### src/rtl/fp_pack_out.sv
// Packs FloPoCo-format results {exc, sign, exp, frac} into IEEE-style {sign, exp, frac} words
// through an elastic 2-stage pipeline. Optional exception counters under FP_PACK_EXC_COUNT_EN.
module fp_pack_out #(
    parameter int WE = 11,
    parameter int WF = 17
) (
    input  logic              clk,
    input  logic              rst,
    input  logic              in_valid,
    output logic              in_ready,
    input  logic [WE+WF+2:0]  in_data,
    output logic              out_valid,
    input  logic              out_ready,
    output logic [WE+WF:0]    out_data,
    output logic [2:0]        out_flags
`ifdef FP_PACK_EXC_COUNT_EN
    ,
    input  logic              clr_cnt,
    output logic [15:0]       cnt_nan,
    output logic [15:0]       cnt_ovf,
    output logic [15:0]       cnt_uf
`endif
);

    typedef enum logic [2:0] {
        CLS_ZERO,
        CLS_NORM,
        CLS_UF,
        CLS_OVF,
        CLS_INF,
        CLS_NAN
    } cls_t;

    logic [1:0]    in_exc;
    logic          in_sign;
    logic [WE-1:0] in_exp;
    logic [WF-1:0] in_frac;

    assign in_exc  = in_data[WE+WF+2 -: 2];
    assign in_sign = in_data[WE+WF];
    assign in_exp  = in_data[WF +: WE];
    assign in_frac = in_data[WF-1:0];

    cls_t          s1_cls_reg, s1_cls_next;
    logic          s1_valid_reg;
    logic          s1_sign_reg;
    logic [WE-1:0] s1_exp_reg;
    logic [WF-1:0] s1_frac_reg;

    logic          s2_valid_reg;
    logic [WE+WF:0] s2_data_reg, s2_data_next;
    logic [2:0]    s2_flags_reg, s2_flags_next;

    logic s1_load;
    logic s2_load;

    assign s2_load  = !s2_valid_reg | out_ready;
    assign s1_load  = !s1_valid_reg | s2_load;
    assign in_ready = s1_load;

    // Stage 1: classify the incoming word; exponent range edges become their own classes.
    always_comb begin
        s1_cls_next = CLS_ZERO;
        case (in_exc)
            2'b00: s1_cls_next = CLS_ZERO;
            2'b01: begin
                if (in_exp == '0)
                    s1_cls_next = CLS_UF;
                else if (in_exp == '1)
                    s1_cls_next = CLS_OVF;
                else
                    s1_cls_next = CLS_NORM;
            end
            2'b10: s1_cls_next = CLS_INF;
            default: s1_cls_next = CLS_NAN;
        endcase
    end

    always_ff @(posedge clk or posedge rst) begin
        if (rst) begin
            s1_valid_reg <= 1'b0;
            s1_cls_reg   <= CLS_ZERO;
            s1_sign_reg  <= 1'b0;
            s1_exp_reg   <= '0;
            s1_frac_reg  <= '0;
        end else if (s1_load) begin
            s1_valid_reg <= in_valid;
            if (in_valid) begin
                s1_cls_reg  <= s1_cls_next;
                s1_sign_reg <= in_sign;
                s1_exp_reg  <= in_exp;
                s1_frac_reg <= in_frac;
            end
        end
    end

    // Stage 2: pack the classified word; NaN is canonicalised and loses its sign.
    always_comb begin
        s2_data_next  = '0;
        s2_flags_next = 3'b000;
        case (s1_cls_reg)
            CLS_NORM: s2_data_next = {s1_sign_reg, s1_exp_reg, s1_frac_reg};
            CLS_UF: begin
                s2_data_next  = {s1_sign_reg, {WE{1'b0}}, {WF{1'b0}}};
                s2_flags_next = 3'b001;
            end
            CLS_OVF: begin
                s2_data_next  = {s1_sign_reg, {WE{1'b1}}, {WF{1'b0}}};
                s2_flags_next = 3'b010;
            end
            CLS_INF: s2_data_next = {s1_sign_reg, {WE{1'b1}}, {WF{1'b0}}};
            CLS_NAN: begin
                s2_data_next  = {1'b0, {WE{1'b1}}, 1'b1, {(WF-1){1'b0}}};
                s2_flags_next = 3'b100;
            end
            default: s2_data_next = {s1_sign_reg, {WE{1'b0}}, {WF{1'b0}}};
        endcase
    end

    always_ff @(posedge clk or posedge rst) begin
        if (rst) begin
            s2_valid_reg <= 1'b0;
            s2_data_reg  <= '0;
            s2_flags_reg <= 3'b000;
        end else if (s2_load) begin
            s2_valid_reg <= s1_valid_reg;
            if (s1_valid_reg) begin
                s2_data_reg  <= s2_data_next;
                s2_flags_reg <= s2_flags_next;
            end
        end
    end

    assign out_valid = s2_valid_reg;
    assign out_data  = s2_data_reg;
    assign out_flags = s2_flags_reg;

`ifdef FP_PACK_EXC_COUNT_EN
    logic [2:0] count_hit;
    assign count_hit = {3{s2_valid_reg & out_ready}} & s2_flags_reg;

    // One saturating counter per flag bit; index matches out_flags {nan, ovf, uf}.
    generate
        for (genvar gi = 0; gi < 3; gi++) begin : g_cnt
            logic [15:0] cnt_reg;
            always_ff @(posedge clk or posedge rst) begin
                if (rst)
                    cnt_reg <= '0;
                else if (clr_cnt)
                    cnt_reg <= '0;
                else if (count_hit[gi] && cnt_reg != 16'hFFFF)
                    cnt_reg <= cnt_reg + 16'd1;
            end
        end
    endgenerate

    assign cnt_nan = g_cnt[2].cnt_reg;
    assign cnt_ovf = g_cnt[1].cnt_reg;
    assign cnt_uf  = g_cnt[0].cnt_reg;
`endif

endmodule

### config.mk
export PLATFORM = sky130hd
export DESIGN_NAME = fp_pack_out
export DESIGN_NICKNAME = d
export VERILOG_FILES = /design/src/rtl/fp_pack_out.sv
export SDC_FILE = /design/constraint.sdc
export NUM_CORES = 1
export LEC_CHECK = 0
export BUFFER_PORTS_ARGS = -buffer_cell sky130_fd_sc_hd__buf_2
export CAP_MARGIN = 0
export CORE_ASPECT_RATIO = 0.6
export CORE_UTILIZATION = 47
export CTS_CLUSTER_SIZE = 16
export DETAILED_ROUTE_END_ITERATION = 7
export HOLD_SLACK_MARGIN = 0.03
export PLACE_DENSITY = 0.75
export SLEW_MARGIN = 20
export SYNTH_ARGS = -nofsm -noshare
export SYNTH_HDL_FRONTEND = slang
export SYNTH_SLANG_ARGS = --single-unit
### constraint.sdc
create_clock -name clk -period 2.12 [get_ports clk]
set_clock_uncertainty 0.05 [all_clocks]
set_input_delay 0.424 -clock clk [delete_from_list [all_inputs] [get_ports clk]]
set_output_delay 0.424 -clock clk [all_outputs]
set_load 0.01 [all_outputs]
==> metrics.md <==
| Metric | Value |
|---|---|
| Initial DRC count | 133 |
| Final Hold Vio Count | 0 |
| I/O Buffers | 68 |
| Final setup violating endpoints | 0 |
| Run status | completed |
| Gpl congestion | 0.777 |
| Synth top area share | between 60% and 70% |
| WL final | roughly 5.4 mm |
| PwrDens | between 900 and 1000 nW/um^2 |
| Worst-path maximum fanout | 16 |
| Rows | 20 |
| Part of the cycle the worst path needs | between 80% and 90% |
| Sequential cell area | approximately 1700 um^2 |
| Leakage | between 1.5 and 2 nW |
| Synth top area cells | dfrtp_1, mux2_1, a22o_1 |
| Reg2reg setup slack | between 0.3 and 0.4 ns |
| Flops & latches, synth | 66 |
| Slew headroom | 54.9% |
| Worst path slowest cell | nor3b_4 |
| Routed vias/inst | approximately 5.3 |
| Clk sinks | 66 |
| Critical Setup Path Class | flop to flop |
| Worst setup startpoint | s1_cls_reg[1] |
| ANT cells | 0 |
| Total power | roughly 3.1 mW |
| Clock H-tree levels | 3 |
| Fin Setup TNS | 0 ns |
| Critical path capture point | out_data[15] |
| Syn_area_per_cell | 12.8 um^2 |
| FMAX | roughly 560 MHz |
| Syn nets | ~240 |
| Worst Setup Start Kind | flop |
| Share of post-route cells with drive strength above 1 | between 30% and 40% |
| Dpl ws | between 0.2 and 0.3 ns |
| DIE WIDTH | 99.3 um |
| Fin crit period | 1.78 ns |
| Layout Utilization | 61.8% |
| Clk_lat worst skew | between 0.3 and 0.4 ns |
| Clk root buf | clkbuf_8 |
| Area of the multi-input gates | 930 um^2 |
| CTS hold repair buffers | 0 |
| DP Wirelength | around 3.8 mm |
| Cell Area, Synth | between 2000 and 3000 um^2 |
| RSZ-0062 raised after global routing | no |
| CP required | about 2.3 ns |
| Clk pin slew, worst setup/hold paths | about 0.07 ns |
| Global-route usage over all layers | 20.7% |
| First-pass GRT wire length | between 8 and 9 mm |
| CTS tree | built |
| Worst Tran Pin Value | approximately 0.68 ns |
| Commonest cells after routing, fill and taps aside | buf_2, dfrtp_1, mux2_1 |
| Antenna violations before repair | 0 |
| Setup bufs post-CTS | 0 |
| Drc violations | 0 |
| Max_cap viols | 0 |
| Starting Density | about 50% |
| Max stage delay on crit path | just over 0.6 ns |
| Post-CTS Resized | 0 |
| VDD IR max | 0.400 mV |
| Grt ovf | 0 |
| Max Slew Vio Count | 0 |
| Die Y | just over 60 um |
| I/O Pins | 69 |
| Cells along the critical path | nor2b_4 > nor3b_4 > a22o_1 |
| Synth-to-layout area growth | 21.8% |
| CTS buffer count | 9 |
| Post-synthesis cell count | about 210 |
| Netlist cell types | 26 |
| Final ANT Viol Nets | 0 |
| Max clock buf depth | 2 |
| Synth area leader | dfrtp_1 |
| WL per Instance | 15.5 um |
| Number of global-route vias before repair | between 1.5k and 2k |
| Via count | ~1.9k |
| CP endpoint kind | flop |
| Core ar. | between 5000 and 6000 um^2 |
| Most common cell after layout, fill and taps aside | buf_2 |
| Final WS setup | approximately 0.34 ns |
| Final Instance Area | between 3000 and 4000 um^2 |
| Placed Area | between 3000 and 4000 um^2 |
| Worst reg2reg startpoint | s1_cls_reg[1] |
| FILL cells | between 400 and 500 |
| Sequential fraction of the synthesis area | 61.9% |
| Worst reg2reg path depth | 3 |
| Reg2reg end | out_data[15] |
| Hold Crit Class | input port to async pin |
| Die area | approximately 6000 um^2 |
| Pre-Repair DR Iteration Count | 4 |
| Largest net degree at the start of global routing | 43 |
| Number of flip-flops under the largest register name | 29 |
| YS warnings | 0 |
| Nets | between 300 and 400 |
| Crit path arrival time | 2.00 ns |
==> metrics by stage <==
step,std cells,hold WS [ns]
after global placement,332,0.405
after global routing,348,0.110
after CTS,348,0.0788
after floorplan,208,0.407
final,348,0.0853
after detailed placement,332,0.421
==> where the power goes <==
| part | switching, mW | internal (mW) |
|---|---|---|
| Combinational | 0.273 | 0.247 |
| Clock | 0.440 | 0.541 |
| Sequential | 0.121 | 1.45 |
| Total | 0.834 | 2.23 |
==> routing by layer <==
layer / share of wire [%] / vias up / track usage (%)
li1: - / 886 / -
met1: 53 / 899 / 30.7
met2: 40 / 68 / 28.2
met3: 6.4 / 6 / 7.83
met4: 1.1 / 0 / 6.30
met5: 0 / - / 0
==> how the worst min path moves through the flow <==
stage / startpoint / to / slack [ns] / cells after the start
after floorplan: s1_valid_reg / out_valid / 0.41 / 1
after global placement: out_flags[0] / out_flags[0] / 0.40 / 2
after detailed placement: out_data[20] / out_data[20] / 0.42 / 2
after CTS: rst / out_data[11] / 0.08 / 2
after global routing: rst / out_data[11] / 0.11 / 2
final: rst / out_data[11] / 0.09 / 2
==> synth_stat cells <==
library cell / number
buf_4: 3
nand3b_1: 2
o41ai_1: 1
o21a_1: 11
nand2_1: 21
buf_1: 1
o31ai_1: 1
nor4_1: 2
o21ai_1: 17
buf_6: 1
nand4_1: 2
nor3b_4: 1
nor3b_1: 1
nand3_1: 2
nand2b_1: 3
o21ai_0: 12
buf_2: 6
inv_1: 1
nor2b_4: 1
a22o_1: 17
clkbuf_1: 3
mux2_1: 30
inv_2: 1
nor3_1: 1
dfrtp_1: 66
nand2_2: 1
==> final cells by class <==
class | instances | share of cell area, %
clock buffers | 13 | 4.27
clock inverters | 3 | 1.23
inverters | 2 | 0.347
multi-input cells | 126 | 28.6
flip-flops and latches | 66 | 50.8
well taps | 66 | 2.54
repair buffers | 72 | 12.2
==> cells by family (layout without fill, tap and decap cells) <==
kind of cell / count (synthesis) / in the layout / share of synthesized area [%]
AO/OA/AOI/OAI: 59 / 59 / 14.7
buffers and inverters: 16 / 90 / 3.24
flip-flops: 66 / 66 / 61.9
multiplexers: 30 / 30 / 12.7
AND/OR/NAND/NOR: 37 / 37 / 7.46
==> critical path: cells and delay by family (launching register included) <==
kind | cells | cell delay (ns)
AO/OA/AOI/OAI | 1 | 0.23
AND/OR/NAND/NOR | 2 | 0.86
flip-flops | 1 | 0.57
Power figures use the tool's default switching activity.
